## config.mk

```make
export PLATFORM = sky130hd
export DESIGN_NAME = regfile_write_arbiter
export DESIGN_NICKNAME = d
export VERILOG_FILES = /design/src/rtl/regfile_write_arbiter.sv
export SDC_FILE = /design/constraint.sdc
export NUM_CORES = 1
export LEC_CHECK = 0
export CELL_PAD_IN_SITES_DETAIL_PLACEMENT = 1
export CELL_PAD_IN_SITES_GLOBAL_PLACEMENT = 1
export CORE_UTILIZATION = 28
export DETAILED_ROUTE_END_ITERATION = 6
export PLACE_DENSITY = 0.94
export SLEW_MARGIN = 20
export SYNTH_ARGS = -nofsm -noshare
export SYNTH_HDL_FRONTEND = slang
export SYNTH_SLANG_ARGS = --single-unit
```

## constraint.sdc

```tcl
create_clock -name clk -period 7.2 [get_ports clk]
set_clock_uncertainty 0.05 [all_clocks]
set_input_delay 1.44 -clock clk [delete_from_list [all_inputs] [get_ports clk]]
set_output_delay 1.44 -clock clk [all_outputs]
set_load 0.01 [all_outputs]
```

## src/rtl/regfile_write_arbiter.sv

```systemverilog
// Round-robin arbiter sharing the register-file write port among NUM_REQ write-back requesters.
// Optional macro REGWR_ARB_STATS_EN adds a saturating conflict_count output.
module regfile_write_arbiter #(
  parameter int unsigned NUM_REQ    = 3,
  parameter int unsigned DATA_WIDTH = 32,
  parameter int unsigned ADDR_WIDTH = 5
) (
  input  logic                             clk,
  input  logic                             reset,
  input  logic                             hold,
  input  logic [NUM_REQ-1:0]               req_valid,
  input  logic [NUM_REQ*ADDR_WIDTH-1:0]    req_addr,
  input  logic [NUM_REQ*DATA_WIDTH-1:0]    req_data,
  output logic [NUM_REQ-1:0]               req_ready,
  output logic                             regWrite,
  output logic [ADDR_WIDTH-1:0]            writeRegister,
  output logic [DATA_WIDTH-1:0]            writeData,
  output logic [2:0]                       grant_id,
  output logic                             busy
`ifdef REGWR_ARB_STATS_EN
  ,
  output logic [15:0]                      conflict_count
`endif
);

  logic [2:0]            r_rr_ptr;
  logic                  r_regwrite;
  logic [ADDR_WIDTH-1:0] r_write_reg;
  logic [DATA_WIDTH-1:0] r_write_data;
  logic [2:0]            r_grant_id;

  logic                  w_grant;
  logic [2:0]            w_winner;
  logic [2:0]            w_next_ptr;
  logic [NUM_REQ-1:0]    w_ready;
  logic [ADDR_WIDTH-1:0] w_sel_addr;
  logic [DATA_WIDTH-1:0] w_sel_data;
  int unsigned           w_ptr;
  int unsigned           w_dist;
  int unsigned           w_best;

  // Winner is the valid requester at the smallest rotational distance from r_rr_ptr.
  always_comb begin
    w_grant  = 1'b0;
    w_winner = '0;
    w_best   = NUM_REQ;
    w_dist   = 0;
    w_ptr    = 32'(r_rr_ptr);
    if (!reset && !hold) begin
      for (int unsigned j = 0; j < NUM_REQ; j++) begin
        if (req_valid[j]) begin
          w_dist = (j >= w_ptr) ? (j - w_ptr) : (j + NUM_REQ - w_ptr);
          if (w_dist < w_best) begin
            w_best   = w_dist;
            w_grant  = 1'b1;
            w_winner = 3'(j);
          end
        end
      end
    end
  end

  always_comb begin
    w_ready    = '0;
    w_sel_addr = '0;
    w_sel_data = '0;
    for (int unsigned j = 0; j < NUM_REQ; j++) begin
      w_ready[j] = w_grant && (w_winner == 3'(j));
      if (w_ready[j]) begin
        w_sel_addr = req_addr[j*ADDR_WIDTH +: ADDR_WIDTH];
        w_sel_data = req_data[j*DATA_WIDTH +: DATA_WIDTH];
      end
    end
    w_next_ptr = (w_winner == 3'(NUM_REQ - 1)) ? 3'd0 : (w_winner + 3'd1);
  end

  always_ff @(posedge clk) begin
    if (reset) begin
      r_rr_ptr     <= '0;
      r_regwrite   <= 1'b0;
      r_write_reg  <= '0;
      r_write_data <= '0;
      r_grant_id   <= '0;
    end else if (w_grant) begin
      // Register 0 is hardwired: the slot is consumed but no write is issued.
      r_regwrite   <= (w_sel_addr != '0);
      r_write_reg  <= w_sel_addr;
      r_write_data <= w_sel_data;
      r_grant_id   <= w_winner;
      r_rr_ptr     <= w_next_ptr;
    end else begin
      r_regwrite   <= 1'b0;
    end
  end

`ifdef REGWR_ARB_STATS_EN
  logic [15:0] r_conflict_count;

  always_ff @(posedge clk) begin
    if (reset) begin
      r_conflict_count <= '0;
    end else if (($countones(req_valid) >= 2) && !hold && (r_conflict_count != 16'hFFFF)) begin
      r_conflict_count <= r_conflict_count + 16'd1;
    end
  end

  assign conflict_count = r_conflict_count;
`endif

  assign req_ready     = w_ready;
  assign regWrite      = r_regwrite;
  assign writeRegister = r_write_reg;
  assign writeData     = r_write_data;
  assign grant_id      = r_grant_id;
  assign busy          = |req_valid;

endmodule

```

==> results.py <==
metrics = {
    "timing": {
        "setup_slack_ns": 0.346,
        "rsz0062_at_grt": "false",
        "maxSlewViolCount": 0,
        "fmax_mhz": 146,
        "hold_viol": 0,
        "setup_tns_ns": 0,
        "fin_crit_ns": 6.85,
        "max_slew.worst_pin.slew_ns": 1.03,
        "relSlewSlack_pct": 31.2,
        "setup_viol": 0,
        "finalCritPeriodShare_pct": 95.2,
    },
    "synth": {
        "synth-edff-count": 0,
        "synth-async-reset-ratio_pct": 0,
        "ys_types": 38,
        "syn_nets": 471,
        "synth_flop_cell": "dfxtp_1",
        "synth-seq-cells": 43,
        "synth_area_um2": 2680,
        "netlist_instances": 340,
        "avgSynthCellArea_um2": 7.88,
        "synth_seq_area_share_pct": 32.1,
        "yosysWarnings": 0,
    },
    "worst_setup_path": {
        "crit_fanout": 10,
        "end_kind": "output pin",
        "crit_type": "primary input to output pin",
        "worst_setup_path_start_kind": "primary input",
        "cp.arrival_ns": 5.36,
        "required_ns": 5.71,
    },
    "clocking": {
        "h-tree-depth": 2,
        "cts_tree": "yes",
        "cts-root-buf": "clkbuf_8",
        "cts_sinks": 43,
        "cts_setup_buffers": 0,
        "clock_latency_ns": 0.29,
        "path_clk_slew_ns": 0.08,
        "numCtsBuffers": 5,
        "clockBufferDepth": 2,
    },
    "global_routing": {
        "antenna_found_initial": 0,
        "grt_max_degree": 40,
        "grt_pass1_vias": 3489,
        "track_usage_pct": 21.2,
        "grt_pass1_wl_um": 16900,
        "overflow": 0,
    },
    "pwr": {
        "ir_drop_uv": 87.7,
        "total_power_uw": 937,
        "power.density_nw_per_um2": 206,
        "leakage_uw": 0.00165,
    },
    "worst_hold_path": {
        "hold_class": "register to register",
    },
    "floorplanning": {
        "core_area_um2": 9240,
        "ios": 162,
        "num_rows": 35,
        "die_area_um2": 9960,
        "die_y_um": 99.8,
        "initial_utilization_pct": 29.0,
        "fp.dieW_um": 99.8,
    },
    "place": {
        "dpl.hpwl_um": 8060,
        "place_ws_ns": 0.203,
        "io_buffers": 160,
        "gp_congestion": 0.855,
    },
    "drt": {
        "ant_nets": 0,
        "num_vias": 3081,
        "first_pass_iters": 4,
        "first_iter_violations": 46,
        "totalWireLength_um": 10400,
        "vias_per_cell": 4.99,
        "wl_per_cell_um": 16.8,
        "drc": 0,
    },
    "final_layout": {
        "diodes": 0,
        "final_cell_mix": "clkdlybuf4s50_1, nand2_1, dfxtp_1",
        "area_growth_pct": 69.5,
        "nets": 620,
        "fillers": 1105,
        "multi_input_area_um2": 1740,
        "drive_gt1_share_pct": 5.32,
        "final_common_cell": "clkdlybuf4s50_1",
        "final-seq-area_um2": 861,
    },
    "flow_run": {
        "maxCapViolCount": 0,
    },
    "run_status": {
        "status": "completed",
    },
}
report_power, final:
part	leakage, uW	internal, uW	total, uW	switching, uW
registers	0.000354	279	301	22.0
logic	0.00124	222	455	234
clock network	0.0000513	102	181	78.8
total	0.00165	602	937	334
flip-flops by register name (all words and copies together), names as in the netlist:
register       flops
writeData         32
writeRegister      5
r_rr_ptr           3
grant_id           2
regWrite           1
what timing repair did:
item,CTS,global route
gates resized for setup,0,2
hold buffers,0,0
endpoints found under the setup margin,0,1
Yosys cell counts, drive strengths merged (2+ instances only):
cell type / n / share of area (%)
o31ai: 38 / 11
nand2: 43 / 6.0
conb: 2 / 0.28
nand2b: 2 / 0.75
nor2b: 2 / 0.47
nor2: 41 / 5.7
or4: 4 / 1.1
a31o: 2 / 0.65
xnor2: 2 / 0.65
a21oi: 9 / 1.7
or3: 3 / 0.89
or3b: 2 / 0.65
o21ai: 5 / 0.93
ha: 14 / 6.5
mux2i: 2 / 0.75
clkbuf: 15 / 2.1
a211oi: 40 / 11
nor4b: 2 / 0.89
nand3: 4 / 0.75
buf: 10 / 2.1
nor3: 4 / 0.75
and2: 38 / 8.9
dfxtp: 43 / 32
inv: 5 / 0.70
routing by layer:
| layer | vias up | track usage (%) | wire (um) |
|---|---|---|---|
| li1 | 1509 | - | - |
| met1 | 1483 | 22.7 | 4140 |
| met2 | 81 | 41.9 | 5610 |
| met3 | 8 | 4.87 | 532 |
| met4 | 0 | 4.75 | 105 |
| met5 | - | 0 | 0 |
critical path, stage by stage:
cell and delay (ns):
clkdlybuf4s50_1 0.54, nand2b_4 0.07, a211oi_1 0.32, nand3b_1 0.14
ha_1 0.22, or3b_1 0.42, a21oi_2 0.20, nor2_1 0.11
o21ai_0 0.23, ha_1 0.27, nor4b_1 0.09, a41o_1 0.25
buf_4 0.18, nor3_1 0.26, clkdlybuf4s50_1 0.61
final timing paths:
path	from	end	slack, ns	cells past startpoint
max	req_valid[0]	req_ready[0]	0.35	15
min	writeRegister[4]	writeRegister[4]	0.41	2
max reg2reg	r_rr_ptr[1]	writeData[30]	2.29	19
min reg2reg	writeRegister[4]	writeRegister[4]	0.41	2
cells by family after synthesis:
| kind of cell | count (synthesis) | share of synthesized area [%] |
|---|---|---|
| DFF | 43 | 32.1 |
| buffers and inverters | 30 | 4.95 |
| muxes | 3 | 1.17 |
| adders and majority gates | 14 | 6.54 |
| AOI/OAI and AO/OA | 97 | 26.2 |
| and+or+nand+nor | 149 | 28.0 |
| other | 2 | 0.280 |
| xor gates and xnor gates | 2 | 0.654 |
through the flow:
step	util (%)	area, um2	hold slack (ns)	cells
6_report	49.1	4540	0.407	618
5_1_grt	49.1	4540	0.430	618
4_1_cts	49.0	4530	0.410	618
3_5_place_dp	47.9	4420	0.394	611
3_3_place_gp	47.9	4420	0.385	611
2_1_floorplan	-	2680	0.424	340
cell type report:
cell class | instances | area share, %
timing repair buffer | 167 | 36.4
inverter | 5 | 0.414
sequential | 43 | 19.0
clock inverter | 1 | 0.662
clock buffer | 6 | 1.60
tap | 129 | 3.56
multi-input combinational | 267 | 38.4
Note: power is estimated with default switching activity, not from simulation.
